--- src/rtl/trv32i_halt_monitor.sv ---
// End-of-test monitor for TRV32I: watches the fetch stream for ECALL, illegal
// opcodes, a stuck PC or a global timeout, drains, then latches a sticky status.
//
// state    | meaning
// ---------+---------------------------------------------------------------
// ST_RUN   | watching pc/inst for a terminating event, counting cycles
// ST_DRAIN | event captured, counting down the drain window, inputs ignored
// ST_DONE  | status latched; left only through rst or clr
module trv32i_halt_monitor #(
    parameter int                XLEN           = 32,
    parameter logic [XLEN-1:0]   END_INST       = XLEN'(32'h0000_0073),
    parameter int                DRAIN_CYCLES   = 4,
    parameter int                HANG_CYCLES    = 64,
    parameter int                TIMEOUT_CYCLES = 100000,
    parameter int                CNT_W          = 32
) (
    input  logic             clk,
    input  logic             rst,
    input  logic [XLEN-1:0]  pc,
    input  logic [XLEN-1:0]  inst,
    input  logic             inst_valid,
    input  logic             clr,
    output logic             done,
    output logic             pass,
    output logic [1:0]       fail_code,
    output logic [XLEN-1:0]  halt_pc,
    output logic [XLEN-1:0]  halt_inst,
    output logic [CNT_W-1:0] cycle_count
);

    typedef enum logic [1:0] {ST_RUN, ST_DRAIN, ST_DONE} state_t;

    localparam logic [1:0]       CAUSE_END     = 2'd0;
    localparam logic [1:0]       CAUSE_TIMEOUT = 2'd1;
    localparam logic [1:0]       CAUSE_ILLEGAL = 2'd2;
    localparam logic [1:0]       CAUSE_HANG    = 2'd3;
    localparam logic [31:0]      HANG_LAST     = 32'(HANG_CYCLES - 1);
    localparam logic [31:0]      DRAIN_LOAD    = 32'(DRAIN_CYCLES - 1);
    localparam logic [CNT_W-1:0] TMO_LAST      = CNT_W'(TIMEOUT_CYCLES - 1);

    state_t            state;
    logic [XLEN-1:0]   prev_pc;
    logic [XLEN-1:0]   prev_inst;
    logic              prev_valid;
    logic [31:0]       hang_cnt;
    logic [31:0]       drain_cnt;
    logic [1:0]        cause;

    logic              opcode_ok;
    logic              pc_same;
    logic              end_hit;
    logic              ill_hit;
    logic              hang_hit;
    logic              tmo_hit;
    logic              det;
    logic [1:0]        det_cause;
    logic [XLEN-1:0]   cap_pc;
    logic [XLEN-1:0]   cap_inst;
    logic              cnt_sat;

    always_comb begin
        opcode_ok = 1'b0;
        case (inst[6:2])
            5'b01101, 5'b00101, 5'b11011, 5'b11001, 5'b11000, 5'b00000,
            5'b01000, 5'b00100, 5'b01100, 5'b00011, 5'b11100: opcode_ok = 1'b1;
            default:                                         opcode_ok = 1'b0;
        endcase
    end

    assign pc_same  = prev_valid && (pc == prev_pc);
    assign end_hit  = inst_valid && (inst == END_INST);
    assign ill_hit  = inst_valid && ((inst[1:0] != 2'b11) || !opcode_ok);
    assign hang_hit = (HANG_CYCLES != 0) && inst_valid && pc_same && (hang_cnt == HANG_LAST);
    assign tmo_hit  = (TIMEOUT_CYCLES != 0) && (cycle_count == TMO_LAST);
    assign det      = end_hit || ill_hit || hang_hit || tmo_hit;
    assign cnt_sat  = &cycle_count;

    always_comb begin
        det_cause = CAUSE_TIMEOUT;
        if (end_hit)
            det_cause = CAUSE_END;
        else if (ill_hit)
            det_cause = CAUSE_ILLEGAL;
        else if (hang_hit)
            det_cause = CAUSE_HANG;
    end

    // A timeout on an idle cycle reports the last instruction actually fetched.
    assign cap_pc   = inst_valid ? pc   : prev_pc;
    assign cap_inst = inst_valid ? inst : prev_inst;

    always_ff @(posedge clk or posedge rst) begin
        if (rst) begin
            state       <= ST_RUN;
            prev_pc     <= '0;
            prev_inst   <= '0;
            prev_valid  <= 1'b0;
            hang_cnt    <= '0;
            drain_cnt   <= '0;
            cause       <= '0;
            done        <= 1'b0;
            pass        <= 1'b0;
            fail_code   <= '0;
            halt_pc     <= '0;
            halt_inst   <= '0;
            cycle_count <= '0;
        end else if (clr) begin
            state       <= ST_RUN;
            prev_pc     <= '0;
            prev_inst   <= '0;
            prev_valid  <= 1'b0;
            hang_cnt    <= '0;
            drain_cnt   <= '0;
            cause       <= '0;
            done        <= 1'b0;
            pass        <= 1'b0;
            fail_code   <= '0;
            halt_pc     <= '0;
            halt_inst   <= '0;
            cycle_count <= '0;
        end else begin
            case (state)
                ST_RUN: begin
                    if (!cnt_sat)
                        cycle_count <= cycle_count + 1'b1;
                    if (inst_valid) begin
                        prev_pc    <= pc;
                        prev_inst  <= inst;
                        prev_valid <= 1'b1;
                        hang_cnt   <= pc_same ? hang_cnt + 32'd1 : 32'd0;
                    end
                    if (det) begin
                        halt_pc   <= cap_pc;
                        halt_inst <= cap_inst;
                        cause     <= det_cause;
                        if (DRAIN_CYCLES == 0) begin
                            state     <= ST_DONE;
                            done      <= 1'b1;
                            pass      <= (det_cause == CAUSE_END);
                            fail_code <= det_cause;
                        end else begin
                            state     <= ST_DRAIN;
                            drain_cnt <= DRAIN_LOAD;
                        end
                    end
                end
                ST_DRAIN: begin
                    if (!cnt_sat)
                        cycle_count <= cycle_count + 1'b1;
                    if (drain_cnt == 32'd0) begin
                        state     <= ST_DONE;
                        done      <= 1'b1;
                        pass      <= (cause == CAUSE_END);
                        fail_code <= cause;
                    end else begin
                        drain_cnt <= drain_cnt - 32'd1;
                    end
                end
                ST_DONE: begin
                    state <= ST_DONE;
                end
                default: state <= ST_RUN;
            endcase
        end
    end

endmodule

--- config.mk ---
export PLATFORM = sky130hd
export DESIGN_NAME = trv32i_halt_monitor
export DESIGN_NICKNAME = d
export VERILOG_FILES = /design/src/rtl/trv32i_halt_monitor.sv
export SDC_FILE = /design/constraint.sdc
export NUM_CORES = 1
export LEC_CHECK = 0
export CELL_PAD_IN_SITES_DETAIL_PLACEMENT = 2
export CELL_PAD_IN_SITES_GLOBAL_PLACEMENT = 2
export CORE_MARGIN = 3
export CORE_UTILIZATION = 31
export DETAILED_ROUTE_END_ITERATION = 8
export GPL_ROUTABILITY_DRIVEN = 0
export PLACE_DENSITY_LB_ADDON = 0.1
export SYNTH_ARGS = -nofsm -noshare
export SYNTH_HDL_FRONTEND = slang
export SYNTH_SLANG_ARGS = --single-unit
--- constraint.sdc ---
create_clock -name clk -period 6.5 [get_ports clk]
set_input_delay 0.65 -clock clk [delete_from_list [all_inputs] [get_ports clk]]
set_output_delay 0.65 -clock clk [all_outputs]
set_load 0.01 [all_outputs]
==> results.cfg <==
[power]
power.density_nw_per_um2 = 355
peakVddDrop_v = 0.000179
total_power_mw = 5.38
p_leak_nw = 6.39

[grt]
antenna_found_initial = 4
grt_use_met1_pct = 27.0
globalRouteMet3Util_pct = 4.38
grt_pass1_vias = 11500
grt_pass1_wl_microns = 67200
busiest_layer = met2
grt.overflow.total = 0
grt.met2_usage_pct = 34.9
grt_max_degree = 110
gr-usage-all-layers_pct = 20.3

[clock_network]
clk_path_buf_depth = 3
clock_sinks = 233
cts_resized = 0
numCtsBuffers = 30
postCtsHoldBufs = 0
postCtsSetupBuffers = 0
root_buffer = clkbuf_16
clk_pin_slew_worst_paths_ns = 0.06
clk-insertion-delay-late_ns = 0.56
cts_tree = done
cts_max_level = 1

[synth]
synth_area_sq_um = 11900
synth_seq_area_share_pct = 49.0
yosysWarnings = 0
synth_area_leaders = dfrtp_1 49%, nand2_1 8.0%, o21ai_0 5.8%, mux2i_1 5.6%, a21oi_1 4.4%
ys_ff_latch = 233
synth_cell_type_count = 60
syn-num-nets = 1379
synth_edf_count = 0
synth_top_area_share_pct = 49.0
synthCells = 1303
async_reset_ff_share_pct = 100
synth_top_flop_cell = dfrtp_1
synth.avg_cell_area_sq_um = 9.13
yosysTopAreaCell = dfrtp_1

[drt]
avgViaCountPerCell = 5.34
wl_microns = 41400
vias = 10500
drc = 0
avgRoutedWirePerCell_microns = 21.0
drt_iter0_markers = 354
drt_pre_antenna_iters = 4
postRouteAntennaNets = 0

[placed_design]
dp.final_hpwl_microns = 27400
port_buffers = 167

[die]
die_x_microns = 202
die_area_sq_um = 40800
io-pin-count = 168
rows = 71
die_h_microns = 202
start_util_pct = 31.5
core_area_sq_um = 37800

[setup_path]
r2r-end = drain_cnt[31]
reg2reg_slack_ns = 2.75
worstPathArrival_ns = 4.38
path_max_fanout = 45
cp-startpoint = inst[15]
cp-start-kind = input pin
critPathCaptureType = flip-flop
r2r_cells = 6
required_ns = 6.94
path_class = in2reg
r2r_start = drain_cnt[19]

[worst_hold_path]
hold-path-endpoint = halt_inst[13]
hold_path.class = reg2reg
min_from = halt_inst[13]
min_path_cells = 2

[timing]
slew_headroom_pct = 31.8
period_share_pct = 60.6
final.setup_skew_ns = 0.0121
rsz0062_at_grt = false
hold_viol_final = 0
timing.fmax_mhz = 254
period_minus_slack_ns = 3.94
setup_viol = 0
worst_pin_slew_ns = 1.02
tns_ns = 0
slew_violations = 0

[cells_and_area]
fin_nets = 1515
layout_commonest_cell = nand2_1
mostFrequentLayoutCells = 253 x nand2_1, 233 x dfrtp_1, 165 x clkdlybuf4s50_1
drive_above_1_share_pct = 6.84
nFillCells = 4132
multiInputGateArea_sq_um = 5710
seq_area_sq_um = 5830
syn_to_final_growth_pct = 27.3

[run_status]
status = completed

[run]
maxCapViolCount = 0
-- power by group --
group          switching, mW  total (mW)  internal [mW]
registers              0.183        1.85           1.67
logic                   1.09        1.71          0.623
clock network          0.684        1.82           1.13
-- kinds of logic after synthesis --
group | share of synthesized area, %
simple gates | 20.3
flops | 49.0
xor+xnor | 5.30
compound gates | 15.7
buf+inv | 3.20
mux | 5.63
fa+ha+maj | 0.841
-- synth_stat cells, drive strengths merged (3+ instances only) --
master	number
a21oi	105
a22o	3
a31oi	4
and2	8
and3	15
and4	9
buf	14
clkbuf	67
dfrtp	233
ha	8
inv	15
mux2i	67
nand2	254
nand2b	4
nand3	36
nand4	29
nand4b	3
nor2	67
nor2b	4
nor3	13
nor3b	5
nor4	22
o211ai	3
o21ai	148
o31ai	26
o41ai	11
or2	3
or3	15
or4	14
or4b	3
xnor2	38
xor2	34
-- per-stage QoR --
step | setup slack (ns) | utilization (%) | cells | hold slack, ns | cell area [sq um]
detailed placement | 1.89 | 37.2 | 1918 | 0.472 | 14100
global placement | 2.02 | 37.2 | 1918 | 0.461 | 14100
CTS | 2.51 | 40.1 | 1974 | 0.470 | 15100
global route | 2.37 | 40.1 | 1974 | 0.514 | 15100
finish | 2.56 | 40.1 | 1975 | 0.479 | 15100
floorplan | 2.80 | - | 1303 | 0.458 | 11900
-- state kept, by name, indices dropped and copies added (netlist names) --
signal / cells
halt_pc: 32
drain_cnt: 32
hang_cnt: 32
halt_inst: 32
state: 2
fail_code: 2
prev_pc: 32
prev_inst: 32
pass: 1
prev_valid: 1
done: 1
cause: 2
cycle_count: 32
-- how the worst max path moves through the flow --
stage | end | slack (ns) | cells after the start
after detailed placement | drain_cnt[31] | 1.89 | 9
after CTS | drain_cnt[31] | 2.51 | 9
after global placement | drain_cnt[25] | 2.02 | 9
after global routing | drain_cnt[31] | 2.37 | 9
after floorplan | cause[0] | 2.80 | 1
final | drain_cnt[31] | 2.56 | 9
-- layer usage --
layer  vias to the layer above  share of wire [%]
met2                       154                 49
met1                      5457                 45
met4                         6                1.3
met5                         -               0.10
met3                        41                4.9
li1                       4879                  -
-- layout make-up --
cell class	count	share of cell area [%]
tap	511	4.22
antenna	1	0.0165
sequential	233	38.5
timing repair buffer	185	12.0
inverter	15	0.396
clock inverter	16	1.43
clock buffer	40	5.74
multi-input combinational	974	37.7
-- worst max-delay path, stage by stage --
cell and delay, ns:
clkdlybuf4s50_1 0.46, or4_1 0.57, nor4_1 0.55, a41oi_1 0.34, nand3_2 0.26, nor3b_4 0.06
buf_4 0.28, or3_1 0.78, o311ai_1 0.43
No activity file was read; power rests on OpenSTA's default activity.
